File: config.mk
export PLATFORM = sky130hd
export DESIGN_NAME = ct_fadd_vec_dp
export DESIGN_NICKNAME = d
export VERILOG_FILES = /design/src/rtl/ct_fadd_vec_pkg.sv /design/src/rtl/ct_fadd_vec_lane_merge.sv /design/src/rtl/ct_fadd_vec_dp.sv
export SDC_FILE = /design/constraint.sdc
export NUM_CORES = 1
export LEC_CHECK = 0
export CORE_AREA = 2 2 181 183
export CTS_BUF_LIST = sky130_fd_sc_hd__clkbuf_2 sky130_fd_sc_hd__clkbuf_4 sky130_fd_sc_hd__clkbuf_8
export CTS_CLUSTER_SIZE = 24
export DETAILED_ROUTE_END_ITERATION = 10
export DIE_AREA = 0 0 183 185
export PLACE_DENSITY_LB_ADDON = 0.25
export SLEW_MARGIN = 15
export SYNTH_ARGS = -nofsm -noshare
export SYNTH_HDL_FRONTEND = slang
export SYNTH_SLANG_ARGS = --single-unit
File: constraint.sdc
create_clock -name ex1_pipe_clk -period 1.68 [get_ports ex1_pipe_clk]
set_input_delay 0.336 -clock ex1_pipe_clk [delete_from_list [all_inputs] [get_ports ex1_pipe_clk]]
set_output_delay 0.336 -clock ex1_pipe_clk [all_outputs]
set_load 0.05 [all_outputs]
File: src/rtl/ct_fadd_vec_pkg.sv
// Shared encodings for the vector FP add/compare datapath control slice.
package ct_fadd_vec_pkg;

    localparam int unsigned FuncDouble = 16;
    localparam int unsigned FuncSingle = 15;
    localparam int unsigned FuncAdd    = 12;
    localparam int unsigned FuncSub    = 11;
    localparam int unsigned FuncCmp    = 10;
    localparam int unsigned FuncMax    = 9;
    localparam int unsigned FuncMin    = 8;
    localparam int unsigned FuncSignal = 4;
    // Low condition bit doubles as the abs flag for max/min ops.
    localparam int unsigned FuncAbs    = 0;

    localparam int unsigned CmpNum = 11;

    typedef enum logic [2:0] {
        RmRne = 3'd0,
        RmRtz = 3'd1,
        RmRdn = 3'd2,
        RmRup = 3'd3,
        RmRmm = 3'd4,
        RmDyn = 3'd7
    } rm_e;

    localparam logic [2:0] FmtDouble = 3'b001;
    localparam logic [2:0] FmtSingle = 3'b010;
    localparam logic [2:0] FmtHalf   = 3'b100;

    function automatic logic [4:0] rm_onehot(input logic [2:0] rm);
        logic [4:0] oh;
        case (rm)
            RmRne:   oh = 5'b00001;
            RmRtz:   oh = 5'b00010;
            RmRdn:   oh = 5'b00100;
            RmRup:   oh = 5'b01000;
            RmRmm:   oh = 5'b10000;
            default: oh = 5'b00000;
        endcase
        return oh;
    endfunction

endpackage

File: src/rtl/ct_fadd_vec_lane_merge.sv
// One 64-bit lane of the EX3 result merge: NaN-boxing by format, or old
// destination passthrough when the lane is masked off. Half support: FADD_VEC_HALF_EN.
module ct_fadd_vec_lane_merge
    import ct_fadd_vec_pkg::*;
(
    input  logic [2:0]  fmt,
    input  logic        cmp,
    input  logic        en,
    input  logic [63:0] lane_result,
    input  logic [63:0] vdst_old,
    output logic [63:0] lane_out
);

    always_comb begin
        lane_out = vdst_old;
        if (en) begin
            unique case (1'b1)
                fmt[0]: lane_out = lane_result;
`ifdef FADD_VEC_HALF_EN
                fmt[1]: lane_out = {{32{~cmp}}, lane_result[31:0]};
                fmt[2]: lane_out = {{48{~cmp}}, lane_result[15:0]};
`else
                // fmt[2] is tied low in this build.
                fmt[1], fmt[2]: lane_out = {{32{~cmp}}, lane_result[31:0]};
`endif
                default: lane_out = vdst_old;
            endcase
        end
    end

endmodule

File: src/rtl/ct_fadd_vec_dp.sv
// Vector FP add/compare control datapath: ex1 decode, ex2/ex3 staging and result merge.
// Half-precision support is enabled by defining FADD_VEC_HALF_EN.
module ct_fadd_vec_dp
    import ct_fadd_vec_pkg::*;
#(
    parameter  int unsigned LANES = 2,
    localparam int unsigned VLEN  = 64 * LANES
) (
    input  logic                 ex1_pipe_clk,
    input  logic                 cpurst_b,
    input  logic                 ex1_pipedown,
    input  logic                 ex2_pipedown,
    input  logic                 ex3_pipedown,
    input  logic [19:0]          dp_vfalu_ex1_pipex_func,
    input  logic [2:0]           dp_vfalu_ex1_pipex_imm0,
    input  logic [2:0]           vfpu_yy_xx_rm,
    input  logic [LANES-1:0]     dp_vfalu_ex1_vmask,
    input  logic [VLEN-1:0]      dp_vfalu_ex1_vdst_old,
    input  logic [VLEN-1:0]      ex3_lane_result,
    input  logic [5*LANES-1:0]   ex3_lane_expt,
    output logic [5:0]           ex1_op,
    output logic [10:0]          ex1_cmp_op,
    output logic [5:0]           ex2_op,
    output logic [4:0]           ex2_rm,
    output logic [2:0]           ex2_fmt,
    output logic [LANES-1:0]     ex2_lane_vld,
    output logic                 ex2_signal,
    output logic [VLEN-1:0]      fadd_forward_result,
    output logic [4:0]           fadd_ereg_ex3_result,
    output logic                 fadd_forward_r_vld
);

    logic [19:0] func;
    logic [2:0]  ex1_rm;
    logic [2:0]  ex1_fmt;

    logic             ex2_vld_q, ex3_vld_q;
    logic [5:0]       ex2_op_q;
    logic [10:0]      ex2_cmp_op_q;
    logic [4:0]       ex2_rm_q;
    logic [2:0]       ex2_fmt_q;
    logic             ex2_signal_q;
    logic [LANES-1:0] ex2_vmask_q;
    logic [VLEN-1:0]  ex2_vdst_old_q;
    logic [2:0]       ex3_fmt_q;
    logic             ex3_cmp_q;
    logic [LANES-1:0] ex3_vmask_q;
    logic [VLEN-1:0]  ex3_vdst_old_q;

    assign func = dp_vfalu_ex1_pipex_func;

    always_comb begin
        ex1_op = {(func[FuncMax] | func[FuncMin]) & func[FuncAbs], func[FuncMax], func[FuncMin],
                  func[FuncCmp], func[FuncSub], func[FuncAdd]};
        for (int k = 0; k < CmpNum; k++) begin
            ex1_cmp_op[k] = ex1_op[2] && (func[3:0] == k[3:0]);
        end
        ex1_rm = (dp_vfalu_ex1_pipex_imm0 == RmDyn) ? vfpu_yy_xx_rm : dp_vfalu_ex1_pipex_imm0;
        if (func[FuncDouble]) begin
            ex1_fmt = FmtDouble;
        end else if (func[FuncSingle]) begin
            ex1_fmt = FmtSingle;
        end else begin
`ifdef FADD_VEC_HALF_EN
            ex1_fmt = FmtHalf;
`else
            ex1_fmt = FmtSingle;
`endif
        end
    end

    always_ff @(posedge ex1_pipe_clk or negedge cpurst_b) begin
        if (!cpurst_b) begin
            ex2_vld_q      <= 1'b0;
            ex3_vld_q      <= 1'b0;
            ex2_op_q       <= '0;
            ex2_cmp_op_q   <= '0;
            ex2_rm_q       <= '0;
            ex2_fmt_q      <= '0;
            ex2_signal_q   <= 1'b0;
            ex2_vmask_q    <= '0;
            ex2_vdst_old_q <= '0;
            ex3_fmt_q      <= '0;
            ex3_cmp_q      <= 1'b0;
            ex3_vmask_q    <= '0;
            ex3_vdst_old_q <= '0;
        end else begin
            // A stage stays valid on drain-and-refill in the same cycle.
            ex2_vld_q <= ex1_pipedown | (ex2_vld_q & ~ex2_pipedown);
            ex3_vld_q <= ex2_pipedown | (ex3_vld_q & ~ex3_pipedown);
            if (ex1_pipedown) begin
                ex2_op_q       <= ex1_op;
                ex2_cmp_op_q   <= ex1_cmp_op;
                ex2_rm_q       <= rm_onehot(ex1_rm);
                ex2_fmt_q      <= ex1_fmt;
                ex2_signal_q   <= func[FuncSignal];
                ex2_vmask_q    <= dp_vfalu_ex1_vmask;
                ex2_vdst_old_q <= dp_vfalu_ex1_vdst_old;
            end
            if (ex2_pipedown) begin
                ex3_fmt_q      <= ex2_fmt_q;
                ex3_cmp_q      <= ex2_op_q[2];
                ex3_vmask_q    <= ex2_vmask_q;
                ex3_vdst_old_q <= ex2_vdst_old_q;
            end
        end
    end

    assign ex2_op       = ex2_op_q;
    assign ex2_rm       = ex2_rm_q;
    assign ex2_fmt      = ex2_fmt_q;
    assign ex2_signal   = ex2_signal_q;
    assign ex2_lane_vld = ex2_vmask_q & {LANES{ex2_vld_q}};

    for (genvar i = 0; i < LANES; i++) begin : g_lane
        ct_fadd_vec_lane_merge u_merge (
            .fmt         (ex3_fmt_q),
            .cmp         (ex3_cmp_q),
            .en          (ex3_vmask_q[i]),
            .lane_result (ex3_lane_result[64*i +: 64]),
            .vdst_old    (ex3_vdst_old_q[64*i +: 64]),
            .lane_out    (fadd_forward_result[64*i +: 64])
        );
    end

    always_comb begin
        fadd_ereg_ex3_result = '0;
        for (int i = 0; i < LANES; i++) begin
            if (ex3_vmask_q[i]) begin
                fadd_ereg_ex3_result = fadd_ereg_ex3_result | ex3_lane_expt[5*i +: 5];
            end
        end
    end

    assign fadd_forward_r_vld = ex3_pipedown & ex3_vld_q;

    logic unused_sig;
    assign unused_sig = ^{func[19:17], func[14:13], func[7:5], ex2_cmp_op_q};

endmodule

==> impl_results.md <==
- Nets@finish: 1747
- Remaining DRCs: 0
- Clock latency on the worst-skew pair: around 0.54 ns
- Post-DR wirelength/cell: 22.0 um
- Type of origin of the critical path: flip-flop
- Initial antenna violation count: 4
- FMAX: ~0.42 GHz
- Synth Cell Area: 12500 um^2
- Cells after Synth: about 930
- Pwr Density: ~1200 nW/um^2
- Die X: roughly 180 um
- Most common cell after layout, fill and taps aside: clkdlybuf4s50_1
- I/O pins: between 400 and 500
- CP Max Fanout: 7
- Number of fill cells: 2295
- Clk sinks: 279
- IO buf count: 456
- Worst-path clk slew: 0.06 ns
- Iter 0 DRT Violations: 329
- Unrepaired setup endpoints after global routing: true
- Core Area: between 30000 and 40000 um^2
- Die area: 33900 um^2
- Ys Warns: 0
- Gpl congestion: between 0.7 and 0.8
- Clock period minus worst slack: 2.36 ns
- Seq/Total Area, Yosys: 0.556
- CP Cell Sequence: o21ai_4 > buf_12 > clkbuf_16 > mux2_4 > buf_6
- HP Class: primary input to flip-flop
- Fin. Hold Viols: 0
- DR vias/cell: 5.14
- Max Clock Skew: 0.0187 ns
- Drt first pass iters: 4
- Crit path required time: between 1 and 1.5 ns
- Syn-to-layout area delta: 70.7%
- Synthesized Nets: 1231
- Max incr delay on CP: 0.45 ns
- Crit end category: output pin
- Multi-input gate area: 6370 um^2
- Vias in the first global route: 10300
- Die Ht: 185 um
- First-pass GRT wire length: 58400 um
- CTS Buf Count: 47
- Post-synthesis cell type count: 26
- WS Path Type: flip-flop to output pin
- Setup ws final: -0.679 ns
- Lkg Pwr: 0.00956 uW
- Most frequent cells in the layout: clkdlybuf4s50_1 (281), dfrtp_1 (275), mux2_2 (271)
- Period utilization: 1.40
- Reg area: 6990 um^2
- Pin count of the biggest net entering global routing: 54
- Final setup viols: ~130
- Global-route usage over all layers: 0.224
- Status: complete, but fails checks
- Failing checks: setup timing
- Synth Register Bits: ~280
- CTS tree: done
- Hpwl dp: 26000 um
- Setup_tns: -83.58 ns
- Critical-path top delay cell: dfrtp_2
- Root buf cell: clkbuf_8
- Num rows: 66
- H-tree depth: 2
- Via count: 9728
- Final WL: 41500 um
- Total grt overflow: 0
- Antenna violation net count after detailed routing: 0
- Critical path arrival: slightly above 2 ns
- Max_cap viols: 0
- Max clock buf depth: 3
- Pre-CTS setup slack: -0.368 ns
- Final slew viol count: 0
- Initial core utilization: 0.392
- Avg Cell Area, Syn: 13.5 um^2
- Maximum vdd drop: about 0.64 mV
- Fraction of layout cells with a size suffix above 1: 0.544
## cell usage after synthesis
| master | count | share of area |
|---|---|---|
| buf_2 | 46 | 0.018 |
| nor3_1 | 3 | 0.0012 |
| and2_1 | 3 | 0.0015 |
| o21ai_0 | 2 | 0.00080 |
| buf_4 | 18 | 0.011 |
| a21o_1 | 2 | 0.0012 |
| mux2_2 | 279 | 0.25 |
| a32o_1 | 1 | 0.00080 |
| nand2b_1 | 3 | 0.0015 |
| o21a_1 | 1 | 0.00060 |
| o21ai_4 | 2 | 0.0026 |
| nor2_1 | 8 | 0.0024 |
| inv_1 | 3 | 0.00090 |
| mux2i_1 | 1 | 0.00080 |
| or3b_2 | 1 | 0.00070 |
| dfrtp_1 | 279 | 0.56 |
| and3_1 | 1 | 0.00050 |
| a22o_1 | 72 | 0.050 |
| nand3b_1 | 6 | 0.0036 |
| mux2_1 | 56 | 0.050 |
| a21oi_1 | 2 | 0.00080 |
| a221oi_1 | 1 | 0.00070 |
| nand2_1 | 133 | 0.040 |
| clkbuf_1 | 7 | 0.0021 |
| nand4bb_1 | 1 | 0.00090 |
| conb_1 | 1 | 0.00030 |
## area by class of cell
| class | instances | area share |
|---|---|---|
| Multi-Input combinational cell | 579 | 0.297 |
| Clock inverter | 2 | 0.00164 |
| Inverter | 3 | 0.000526 |
| Sequential cell | 279 | 0.326 |
| Clock buffer | 78 | 0.0449 |
| Tap cell | 408 | 0.0238 |
| Antenna cell | 4 | 0.000467 |
| Timing Repair Buffer | 538 | 0.305 |
## power breakdown
part	switching, uW	internal, uW	leakage, uW
logic	5480	5310	0.00576
clock network	2560	3720	0.000532
registers	582	7560	0.00327
total	8630	16600	0.00956
## worst paths after layout
check                      cells past startpoint                from  slack (ns)                      end
min in group asynchronous                      2            cpurst_b        0.31      ex2_vdst_old_q[109]
min reg2reg                                    1  ex2_vdst_old_q[26]        0.50       ex3_vdst_old_q[26]
max reg2reg                                    3      ex3_vmask_q[0]        0.48           ex3_vmask_q[0]
max                                            5        ex3_fmt_q[1]       -0.68  fadd_forward_result[91]
min                                            3        ex2_pipedown        0.19                ex3_vld_q
max in group asynchronous                      3            cpurst_b        0.68       ex3_vdst_old_q[60]
## state kept, by name, indices dropped and copies added (netlist names)
register / count
ex2_signal: 1
ex2_op: 6
ex3_vdst_old_q: 128
ex3_fmt_q: 2
ex2_vdst_old_q: 128
ex3_cmp_q: 1
ex2_vmask_q: 2
ex2_fmt: 2
ex3_vmask_q: 2
ex3_vld_q: 1
ex2_vld_q: 1
ex2_rm: 5
## layer usage
metal,global-route usage,share of wire,up-vias
met5,0,0,-
met4,0.0829,0.031,0
met2,0.400,0.52,377
met1,0.256,0.38,4910
met3,0.0629,0.074,83
li1,-,-,4358
## cells by family after synthesis
| family | Yosys count | synth area share |
|---|---|---|
| buffers and inverters | 74 | 0.0321 |
| AND/OR/NAND/NOR | 159 | 0.0520 |
| flip-flops | 279 | 0.556 |
| multiplexers | 336 | 0.301 |
| AO/OA/AOI/OAI | 83 | 0.0577 |
| other | 1 | 0.000299 |
## through the flow
| stage | hold slack [ns] | power (uW) | std cells | utilization | instance area (um^2) |
|---|---|---|---|---|---|
| 2_1_floorplan | 0.0404 | 13500 | 932 | - | 12900 |
| 3_3_place_gp | 0.288 | 16400 | 1776 | 0.567 | 18200 |
| 3_5_place_dp | 0.294 | 16500 | 1776 | 0.567 | 18200 |
| 4_1_cts | 0.153 | 24200 | 1874 | 0.633 | 20300 |
| 5_1_grt | 0.166 | 26200 | 1891 | 0.669 | 21400 |
| 6_report | 0.186 | 25200 | 1891 | 0.669 | 21400 |
## critical path, delay by kind of cell, from the launching register on
family | cells | cell delay (ns)
AOI/OAI and AO/OA | 1 | 0.19
buffers and inverters | 3 | 0.53
DFF | 1 | 0.45
muxes | 1 | 0.31
## what timing repair did
action / CTS / global route
hold buffers: 1 / 0
gates resized for setup: 227 / 190
cloned: 9 / 11
hold endpoints to repair: 40 / 0
setup endpoints to repair: 145 / 133
pin swaps: 6 / 31
buffers inserted: 10 / 7
Note: power is estimated with default switching activity, not from simulation.
